`src/rtl/trig_series.sv`:
```
// sin/cos evaluator: truncated Maclaurin series in Horner form on one shared
// fp multiplier and one shared fp adder, with start/busy/done handshake.

// Single-precision multiply. A one-cycle rst pulse starts it; the result is
// computed on the next cycle and done stays high until the next rst pulse.
// Denormals are flushed to zero; round to nearest even.
module trig_fp_mult (
  input  logic        clk,
  input  logic        rst,
  input  logic [31:0] a,
  input  logic [31:0] b,
  output logic        done,
  output logic [31:0] y
);
  logic        pend_q, pend_d, done_q, done_d;
  logic [31:0] y_q, y_d, prod;
  logic [47:0] p;
  logic signed [9:0] e;
  logic [22:0] m;
  logic [23:0] mr;
  logic        g, s, sign;

  always_comb begin
    sign = a[31] ^ b[31];
    p    = 48'({1'b1, a[22:0]}) * 48'({1'b1, b[22:0]});
    e    = $signed({2'b00, a[30:23]}) + $signed({2'b00, b[30:23]}) - 10'sd127;
    if (p[47]) begin
      m = p[46:24];
      g = p[23];
      s = |p[22:0];
      e = e + 10'sd1;
    end else begin
      m = p[45:23];
      g = p[22];
      s = |p[21:0];
    end
    mr = {1'b0, m} + 24'(g & (s | m[0]));
    e  = e + $signed({9'd0, mr[23]});
    if (a[30:23] == 8'd0 || b[30:23] == 8'd0 || e <= 10'sd0)
      prod = {sign, 31'd0};
    else if (e >= 10'sd255)
      prod = {sign, 8'hff, 23'd0};
    else
      prod = {sign, e[7:0], mr[22:0]};
  end

  always_comb begin
    pend_d = pend_q;
    done_d = done_q;
    y_d    = y_q;
    if (rst) begin
      pend_d = 1'b1;
      done_d = 1'b0;
    end else if (pend_q) begin
      pend_d = 1'b0;
      done_d = 1'b1;
      y_d    = prod;
    end
  end

  always_ff @(posedge clk) begin
    pend_q <= pend_d;
    done_q <= done_d;
    y_q    <= y_d;
  end

  assign done = done_q;
  assign y    = y_q;
endmodule

// Single-precision add with the same start/done behaviour as trig_fp_mult.
module trig_fp_add (
  input  logic        clk,
  input  logic        rst,
  input  logic [31:0] a,
  input  logic [31:0] b,
  output logic        done,
  output logic [31:0] y
);
  logic        pend_q, pend_d, done_q, done_d;
  logic [31:0] y_q, y_d, sum, big, sml;
  logic [7:0]  diff;
  logic [26:0] mb, ms, sh, dif, norm;
  logic [27:0] s28;
  logic [4:0]  lz;
  logic        found, g, st, is_zero;
  logic [23:0] mr;
  logic signed [9:0] e;

  always_comb begin
    if (b[30:0] > a[30:0]) begin
      big = b;
      sml = a;
    end else begin
      big = a;
      sml = b;
    end
    diff    = big[30:23] - sml[30:23];
    mb      = {1'b1, big[22:0], 3'b000};
    ms      = {1'b1, sml[22:0], 3'b000};
    e       = $signed({2'b00, big[30:23]});
    s28     = 28'd0;
    dif     = 27'd0;
    norm    = 27'd0;
    lz      = 5'd0;
    found   = 1'b0;
    is_zero = 1'b0;
    // Alignment keeps a sticky bit so round-to-nearest sees every shifted-out one
    if (diff >= 8'd27) begin
      sh = 27'd1;
    end else begin
      sh    = ms >> diff;
      sh[0] = sh[0] | (|(ms & ((27'd1 << diff) - 27'd1)));
    end
    if (big[31] == sml[31]) begin
      s28 = {1'b0, mb} + {1'b0, sh};
      if (s28[27]) begin
        norm = s28[27:1] | {26'd0, s28[0]};
        e    = e + 10'sd1;
      end else begin
        norm = s28[26:0];
      end
    end else begin
      dif = mb - sh;
      if (dif == 27'd0) is_zero = 1'b1;
      for (int i = 26; i >= 0; i--) begin
        if (!found) begin
          if (dif[i]) found = 1'b1;
          else        lz    = lz + 5'd1;
        end
      end
      norm = dif << lz;
      e    = e - $signed({5'd0, lz});
    end
    g  = norm[2];
    st = |norm[1:0];
    mr = {1'b0, norm[25:3]} + 24'(g & (st | norm[3]));
    e  = e + $signed({9'd0, mr[23]});
    if (sml[30:23] == 8'd0)
      sum = (big[30:23] == 8'd0) ? 32'd0 : big;
    else if (is_zero || e <= 10'sd0)
      sum = {big[31] & ~is_zero, 31'd0};
    else if (e >= 10'sd255)
      sum = {big[31], 8'hff, 23'd0};
    else
      sum = {big[31], e[7:0], mr[22:0]};
  end

  always_comb begin
    pend_d = pend_q;
    done_d = done_q;
    y_d    = y_q;
    if (rst) begin
      pend_d = 1'b1;
      done_d = 1'b0;
    end else if (pend_q) begin
      pend_d = 1'b0;
      done_d = 1'b1;
      y_d    = sum;
    end
  end

  always_ff @(posedge clk) begin
    pend_q <= pend_d;
    done_q <= done_d;
    y_q    <= y_d;
  end

  assign done = done_q;
  assign y    = y_q;
endmodule

// state  | meaning
// IDLE   | waiting for start
// SQUARE | x2 = theta*theta
// MUL    | acc = acc*x2
// ADD    | acc = acc + c[k]
// FINAL  | sin: result = acc*theta; cos: result = acc
// DONE   | one-cycle done pulse
module trig_series #(
  parameter int MAX_TERMS  = 8,
  parameter int WAIT_LIMIT = 64
) (
  input  logic        clk,
  input  logic        reset,
  input  logic        start,
  input  logic        mode,
  input  logic [31:0] theta,
  input  logic [3:0]  prec,
  output logic        busy,
  output logic        done,
  output logic [31:0] result,
  output logic        err
);
  localparam int          WW      = $clog2(WAIT_LIMIT + 1);
  localparam logic [3:0]  MAX_IDX = 4'(MAX_TERMS - 1);
  localparam logic [31:0] QNAN    = 32'h7fc00000;

  typedef enum logic [2:0] {S_IDLE, S_SQUARE, S_MUL, S_ADD, S_FINAL, S_DONE} state_t;

  state_t      state_q, state_d;
  logic        issued_q, issued_d, mode_q, mode_d, err_q, err_d;
  logic [WW-1:0] wait_q, wait_d;
  logic [3:0]  nm1_q, nm1_d, k_q, k_d;
  logic [31:0] theta_q, theta_d, x2_q, x2_d, acc_q, acc_d, result_q, result_d;
  logic [31:0] mult_a, mult_b, mult_y, add_y, coef_k;
  logic        go, op_state, core_done, mult_done, add_done, mult_rst, add_rst;

  // Terms past the eighth are not populated and read as zero.
  function automatic logic [31:0] coef(input logic m, input logic [3:0] k);
    case ({m, k})
      5'h00: coef = 32'h3f800000;
      5'h01: coef = 32'hbe2aaaab;
      5'h02: coef = 32'h3c088889;
      5'h03: coef = 32'hb9500d01;
      5'h04: coef = 32'h3638ef1d;
      5'h05: coef = 32'hb2d7322b;
      5'h06: coef = 32'h2f309231;
      5'h07: coef = 32'hab573f9f;
      5'h10: coef = 32'h3f800000;
      5'h11: coef = 32'hbf000000;
      5'h12: coef = 32'h3d2aaaab;
      5'h13: coef = 32'hbab60b61;
      5'h14: coef = 32'h37d00d01;
      5'h15: coef = 32'hb493f27e;
      5'h16: coef = 32'h310f76c7;
      5'h17: coef = 32'had49cba5;
      default: coef = 32'h00000000;
    endcase
  endfunction

  always_comb begin
    mult_a = theta_q;
    mult_b = theta_q;
    if (state_q == S_MUL) begin
      mult_a = acc_q;
      mult_b = x2_q;
    end else if (state_q == S_FINAL) begin
      mult_a = acc_q;
      mult_b = theta_q;
    end
  end

  assign coef_k    = coef(mode_q, k_q);
  assign op_state  = (state_q == S_SQUARE) || (state_q == S_MUL) || (state_q == S_ADD) ||
                     (state_q == S_FINAL && !mode_q);
  assign core_done = (state_q == S_ADD) ? add_done : mult_done;

  always_comb begin
    state_d  = state_q;
    issued_d = issued_q;
    wait_d   = wait_q;
    mode_d   = mode_q;
    theta_d  = theta_q;
    nm1_d    = nm1_q;
    k_d      = k_q;
    x2_d     = x2_q;
    acc_d    = acc_q;
    result_d = result_q;
    err_d    = err_q;
    go       = 1'b0;
    case (state_q)
      S_IDLE: begin
        if (start) begin
          mode_d   = mode;
          theta_d  = theta;
          issued_d = 1'b0;
          state_d  = S_SQUARE;
          if (prec > MAX_IDX) begin
            nm1_d = MAX_IDX;
            err_d = 1'b1;
          end else begin
            nm1_d = prec;
            err_d = 1'b0;
          end
        end
      end
      S_DONE: state_d = S_IDLE;
      default: begin
        if (state_q == S_FINAL && mode_q) begin
          result_d = acc_q;
          state_d  = S_DONE;
        end else if (op_state && !issued_q) begin
          go       = 1'b1;
          issued_d = 1'b1;
          wait_d   = WW'(WAIT_LIMIT);
        end else if (core_done) begin
          issued_d = 1'b0;
          case (state_q)
            S_SQUARE: begin
              x2_d  = mult_y;
              acc_d = coef(mode_q, nm1_q);
              k_d   = nm1_q - 4'd1;
              state_d = (nm1_q == 4'd0) ? S_FINAL : S_MUL;
            end
            S_MUL: begin
              acc_d   = mult_y;
              state_d = S_ADD;
            end
            S_ADD: begin
              acc_d = add_y;
              k_d   = k_q - 4'd1;
              state_d = (k_q == 4'd0) ? S_FINAL : S_MUL;
            end
            default: begin
              result_d = mult_y;
              state_d  = S_DONE;
            end
          endcase
        end else if (wait_q == '0) begin
          issued_d = 1'b0;
          err_d    = 1'b1;
          result_d = QNAN;
          state_d  = S_DONE;
        end else begin
          wait_d = wait_q - WW'(1);
        end
      end
    endcase
  end

  always_ff @(posedge clk) begin
    if (reset) begin
      state_q  <= S_IDLE;
      issued_q <= 1'b0;
      wait_q   <= '0;
      mode_q   <= 1'b0;
      theta_q  <= 32'd0;
      nm1_q    <= 4'd0;
      k_q      <= 4'd0;
      x2_q     <= 32'd0;
      acc_q    <= 32'd0;
      result_q <= 32'd0;
      err_q    <= 1'b0;
    end else begin
      state_q  <= state_d;
      issued_q <= issued_d;
      wait_q   <= wait_d;
      mode_q   <= mode_d;
      theta_q  <= theta_d;
      nm1_q    <= nm1_d;
      k_q      <= k_d;
      x2_q     <= x2_d;
      acc_q    <= acc_d;
      result_q <= result_d;
      err_q    <= err_d;
    end
  end

  // Core starts are held off while the block itself is in reset.
  assign mult_rst = go && (state_q != S_ADD) && !reset;
  assign add_rst  = go && (state_q == S_ADD) && !reset;

  trig_fp_mult u_mult (.clk(clk), .rst(mult_rst), .a(mult_a), .b(mult_b), .done(mult_done), .y(mult_y));
  trig_fp_add  u_add  (.clk(clk), .rst(add_rst),  .a(acc_q),  .b(coef_k), .done(add_done),  .y(add_y));

  assign busy   = (state_q != S_IDLE) && (state_q != S_DONE);
  assign done   = (state_q == S_DONE);
  assign result = result_q;
  assign err    = err_q;
endmodule

```
`config.mk`:
```
export PLATFORM = sky130hd
export DESIGN_NAME = trig_series
export DESIGN_NICKNAME = d
export VERILOG_FILES = /design/src/rtl/trig_series.sv
export SDC_FILE = /design/constraint.sdc
export NUM_CORES = 2
export LEC_CHECK = 0
export ABC_AREA = 1
export CORE_ASPECT_RATIO = 2
export CORE_MARGIN = 8
export CORE_UTILIZATION = 35
export CTS_CLUSTER_DIAMETER = 150
export DETAILED_ROUTE_END_ITERATION = 10
export GPL_ROUTABILITY_DRIVEN = 0
export GPL_TIMING_DRIVEN = 0
export SETUP_SLACK_MARGIN = 0.15
export SYNTH_ARGS = -nofsm -noshare
export SYNTH_HDL_FRONTEND = slang
export SYNTH_SLANG_ARGS = --single-unit
```
`constraint.sdc`:
```
create_clock -name clk -period 64.5 [get_ports clk]
set_clock_uncertainty 0.05 [all_clocks]
set_input_delay 19.35 -clock clk [delete_from_list [all_inputs] [get_ports clk]]
set_output_delay 19.35 -clock clk [all_outputs]
set_load 0.01 [all_outputs]
```
# --- Word-level counts from Yosys, hierarchy flattened ---
# Memory sizes are Yosys's and may differ from the RTL's. A register that Yosys moved wholly into a read port is not among the register bits.
# Index checks and enable logic that the tools add are counted.
totals:
  out_inout_bits: 35
  inputBits: 40
  n_memories: 2
  word_cells: 377
  ff_bits: 217
  mem_bits_ro: 1984
op_classes:
  n_mul: 1
  bitwise_logic: 16
  n_addsub: 42
  order_cmp: 7
  muxes: 219
  n_eq_ne: 17
  reduce_logical: 51
  shift: 3
memory_table:
  columns: ["memory", "words", "width", "read_ports", "rd_ports_with_merged_regs", "write_ports", "line", "rtl"]
  rows:
  - ["(name not given)", 32, 31, 1, 1, 0, "211", "case ({m, k})"]
  - ["(name not given)", 32, 31, 1, 0, 0, "211", null]
op_table:
  columns: ["cell", "count"]
  rows:
  - ["32-bit 2-to-1 mux", 13]
  - ["5-bit 2-to-1 mux", 81]
  - ["5-bit by 1-bit adder with 5-bit output (second input constant)", 26]
  - ["1-bit 2-to-1 mux", 99]
  - ["32-bit one-hot mux with 3 select lines", 1]
  - ["31-bit 2-to-1 mux", 2]
  - ["26-bit 2-to-1 mux", 2]
  - ["23-bit by 24-bit adder with 24-bit output", 2]
  - ["1-bit by 24-bit AND with 24-bit output", 2]
  - ["24-bit by 24-bit multiplier with 48-bit output", 1]
  - ["8-bit zero test", 4]
  - ["31-bit greater-than comparator", 1]
  - ["27-bit by 27-bit adder with 28-bit output", 1]
  - ["27-bit AND", 1]
  - ["27-bit zero test", 1]
  - ["27-bit 2-to-1 mux", 1]
  - ["27-bit OR reduction", 1]
  - ["1-bit by 8-bit left shift with 27-bit output (first input constant)", 1]
  - ["27-bit by 5-bit left shift with 26-bit output", 1]
  - ["27-bit by 8-bit right shift with 27-bit output", 1]
  - ["27-bit by 1-bit subtractor with 27-bit output (second input constant)", 1]
  - ["27-bit subtractor", 1]
  - ["26-bit by 1-bit bitwise OR with 26-bit output", 1]
  - ["23-bit 2-to-1 mux", 1]
  - ["other kinds (54)", 110]

# --- Longest topological paths before layout ---
# An unclocked memory read counts as a cell.
logic_depth:
  depth_word: 128
  depth_mapped: 163
  mapped_depth_nobuf: 161

# --- Cells and area by module ---
# Synthesis repeated with hierarchy kept, for this count alone.
unflattened:
  hier_cells: 7241
  hier_area_um2: 47367.9
by_module_without_submodules:
  columns: ["mod", "cells_each", "area_each_um2", "seq_area_each_um2", "instances"]
  rows:
  - ["trig_fp_mult", 3196, 23591.4, 1001.0, 1]
  - ["trig_fp_add", 2651, 14537.7, 1001.0, 1]
  - ["trig_series", 1394, 9238.9, 3603.5, 1]

# --- Worst setup path after synthesis ---
# OpenSTA, ideal clock, no wires.
synth_path:
  kind: "in2reg"
  from: "in start"
  to: "reg (tool-made name)"
  path_slack_ns: 42.749
  path_buffers: 0
  setup_ns: 0.129
  t_required_ns: 64.321
  arrival_ns: 21.572
  stages: 13
  path_cell_list: "inv_1 nor2_1 clkinv_1 nand2_1 inv_1 nor3_1 inv_1 ha_1 or2_2 nand2_1 inv_1 o21ai_0 o21ai_0"
synth_rtl:
  columns: ["element", "line", "rtl"]
  rows:
  - ["from (decl)", "186", "input logic start,"]

# --- Worst setup path after layout ---
layout_path:
  from: "reg k_q[1]"
  to: "reg u_add.y_q[3], in the netlist u_add.y[3] (data pin)"
layout_between:
  elab_chain_cells: 128
layout_rtl:
  columns: ["element", "line", "rtl"]
  rows:
  - ["from (decl)", "204", "logic [3:0] nm1_q, nm1_d, k_q, k_d;"]
  - ["from (signal assigned)", "342", "k_q <= k_d;"]
  - ["memory read 32 x 31 bit (*)", null, null]
  - ["31-bit greater-than comparator", "91", "if (b[30:0] > a[30:0]) begin"]
  - ["32-bit 2-to-1 mux", "91", null]
  - ["8-bit subtractor", "98", "diff = big[30:23] - sml[30:23];"]
  - ["1-bit by 8-bit left shift with 27-bit output", "113", "sh[0] = sh[0] | (|(ms & ((27'd1 << diff) - 27'd1)));"]
  - ["27-bit by 1-bit subtractor with 27-bit output", "113", null]
  - ["27-bit AND", "113", null]
  - ["27-bit OR reduction", "113", null]
  - ["(+113 left out)", null, null]
  - ["1-bit by 24-bit AND with 24-bit output", "137", "mr = {1'b0, norm[25:3]} + 24'(g & (st | norm[3]));"]
  - ["23-bit by 24-bit adder with 24-bit output", "137", null]
  - ["10-bit by 2-bit adder with 10-bit output", "138", "e = e + $signed({9'd0, mr[23]});"]
  - ["10-bit by 9-bit >= comparator with 1-bit output / 10-bit by 1-bit <= comparator with 1-bit output (equally long branches)", "143, 141", null]
  - ["31-bit 2-to-1 mux / 1-bit logical OR (equally long branches)", "143, 141", null]
  - ["32-bit 2-to-1 mux", "141", "else if (is_zero || e <= 10'sd0)"]
  - ["32-bit 2-to-1 mux (*)", "139", "if (sml[30:23] == 8'd0)"]
  - ["via u_add.sum[3]", "81", "logic [31:0] y_q, y_d, sum, big, sml;"]
  - ["to (signal assigned)", "166", "y_q <= y_d;"]
  - ["to (decl)", "81", null]
# Mark *: on every way through the listed nets, which the timed path passes. The rest lies on a longest branch. The select of a mux whose other input is x is not followed.
# A chain may end at the register's enable or synchronous reset.

==> flow_summary.yaml <==
route:
  met2_length_microns: 95900
  wl_microns: 189000
  dr_wl_met3_microns: 11600
  ant_nets: 0
  vias_per_cell: 5.46
  drt_iter0_markers: 3155
  drc: 0
  highest_layer: "met5"
  dr.pass1.iters: 8
  vias: 44100
  wl_per_cell_microns: 23.4
  wl_met1_microns: 56300
synthesis:
  synth_cell_types: 74
  synth-seq-cells: 248
  synth.avg_cell_area_sq_um: 6.79
  syn-num-nets: 7226
  syn_inst: 6383
  yosys.area_share.xor_xnor_pct: 2.66
  synth-edff-count: 64
  synthAdderAreaFrac_pct: 31.6
  ys_seq_area_share_pct: 12.9
  ys.flop_type: "dfxtp_1"
  synth_area_sq_um: 43300
  synth_mux_area_share_pct: 0.0693
  synth_top_family_by_area: "adder cells"
  async_flop_share_pct: 0
  yosys.area_share.simple_pct: 29.5
  synth_compound_area_share_pct: 11.1
  yosys_warnings: 0
clock_network:
  clk_latency_ns: 0.54
  postCtsSetupBuffers: 0
  hold_buffers: 0
  cts_tree: "built"
  clockBufferDepth: 3
  root_buffer: "clkbuf_16"
  cts_num_sinks: 248
  cts-resized-gates: 0
  numCtsBuffers: 21
  clk_pin_slew_worst_paths_ns: 0.07
  h-tree-depth: 1
floorplan:
  start_util_pct: 35.2
  die_area_sq_um: 136000
  rows: 182
  die_h_microns: 514
  io_pins: 75
  die_w_microns: 265
  core_area_sq_um: 123000
sta:
  setup_violations: 0
  tightest_slew_ns: 1.53
  fmax_ghz: 0.0367
  maxSlewHeadroom_pct: -2.49
  timing.final.crit_share_pct: 42.3
  fin_ws_ns: 37.23
  period_minus_slack_ns: 27.27
  hold_viol: 0
  maxSlewViolCount: 20
  rsz0062_at_grt: "false"
  setup_tns_ns: 0
hold_path:
  min_to: "x2_q[20]"
  min-delay-start: "x2_q[20]"
  whs_path_depth: 2
  hp-class: "reg -> reg"
status:
  violations: "max-capacitance violations, max-slew violations"
  status: "finished with violations"
finish:
  regArea_sq_um: 5610
  multi_input_area_sq_um: 32500
  drive_above_1_share_pct: 4.16
  final_cell_mix: "1661 x nand2_1, 1064 x inv_1, 554 x nor2_1"
  final_common_cell: "nand2_1"
  fin_nets: 7336
  fill_cells: 13300
  syn_to_final_growth_pct: 8.23
setup_path:
  worstSetupStartpointType: "register"
  worstPathMaxFanout: 10
  r2r_end: "u_add.y[3]"
  worstPathArrival_ns: 27.55
  slowest_stage: "a221oi_1"
  slowest_delay_ns: 1.13
  rrSetupSlack_ns: 37.23
  worstReg2RegStart: "k_q[1]"
  path_common_cell: "nand2_1"
  critical_path_required_ns: 64.78
  end_kind: "register"
  critical_path_class: "reg -> reg"
  r2r_cells: 141
grt:
  grt_max_degree: 33
  grt_first_pass_wirelength_microns: 276000
  grt.overflow.total: 0
  grt_usage_pct: 27.2
  antenna_found_initial: 11
  grt_pass1_vias: 44700
placement:
  io_buffers: 74
  dp_hpwl_microns: 157000
  post-place-ws_ns: 37.59
job:
  max_cap_violations: 2
metrics by stage:
step | std cells | cell area [sq um] | utilization, % | hold slack (ns)
2_1_floorplan | 6383 | 43300 | - | 0.375
3_3_place_gp | 8021 | 46000 | 37.4 | 0.388
3_5_place_dp | 8031 | 46200 | 37.6 | 0.396
4_1_cts | 8068 | 46800 | 38.1 | 0.406
5_1_grt | 8071 | 46900 | 38.1 | 0.428
6_report | 8079 | 46900 | 38.1 | 0.405
synthesized netlist by cell type, types with 10 or more instances:
master | count | area [sq um]
nor2_2 | 14 | 87.6
o21ai_0 | 349 | 1750
o211ai_1 | 20 | 150
dfxtp_1 | 184 | 3680
nand3_1 | 464 | 2320
ha_1 | 318 | 3980
clkinv_1 | 28 | 105
nor4_1 | 16 | 100
nand2_2 | 30 | 188
nor2_8 | 13 | 260
buf_1 | 13 | 48.8
nand3b_1 | 16 | 120
clkbuf_1 | 191 | 717
fa_1 | 485 | 9710
o21bai_1 | 15 | 113
a31oi_1 | 36 | 225
nor2_1 | 554 | 2080
inv_2 | 40 | 150
buf_2 | 21 | 105
a41oi_1 | 24 | 210
inv_1 | 1065 | 4000
o31ai_1 | 10 | 75.1
a211oi_1 | 16 | 120
xnor2_1 | 19 | 166
o21ai_1 | 54 | 270
nand3_2 | 21 | 210
xor2_1 | 105 | 920
or2_2 | 25 | 156
a21oi_1 | 263 | 1320
edfxtp_1 | 64 | 1920
nand4_1 | 67 | 419
nor3_1 | 47 | 235
o22ai_1 | 22 | 138
nand2_1 | 1661 | 6230
cells by family after synthesis:
kind of cell               Yosys count
adders and majority gates          803
AOI/OAI and AO/OA                  861
and+or+nand+nor                   2964
muxes                                3
DFF                                248
xor gates and xnor gates           128
buffers and inverters             1376
cell type report:
cell class / instances / share of cell area, %
clock inverter: 10 / 0.181
multi-input combinational: 4759 / 69.3
sequential: 248 / 12.0
timing repair buffer: 87 / 1.88
antenna: 8 / 0.0427
clock buffer: 27 / 1.19
buffer: 237 / 2.10
tap: 1564 / 4.17
inverter: 1139 / 9.15
routing by layer:
layer	vias up	GRT usage, %
met3	899	4.80
li1	20300	-
met4	4	28.2
met2	2026	50.1
met5	-	0
met1	20900	24.0
worst max path at each step:
| stage | start | to | slack [ns] | cells past startpoint |
|---|---|---|---|---|
| 2_1_floorplan | start | register | 42.75 | 13 |
| 3_3_place_gp | k_q[0] | u_add.y[0] | 37.72 | 134 |
| 5_1_grt | k_q[1] | u_add.y[3] | 35.10 | 141 |
| 6_report | k_q[1] | u_add.y[3] | 37.23 | 141 |
| 3_5_place_dp | k_q[1] | u_add.y[0] | 37.59 | 135 |
| 4_1_cts | k_q[1] | u_add.y[0] | 37.51 | 135 |
critical path: cells and delay by family, from the launching register on:
kind	cells	cell delay (ns)
AOI/OAI and AO/OA	12	3.60
buffers and inverters	20	3.27
adders and majority gates	20	6.05
DFF	1	0.60
xor gates and xnor gates	2	0.85
and+or+nand+nor	87	12.52
Power is not shown: default switching activity piles up to over one toggle a cycle in this logic, so the estimate is an artifact.
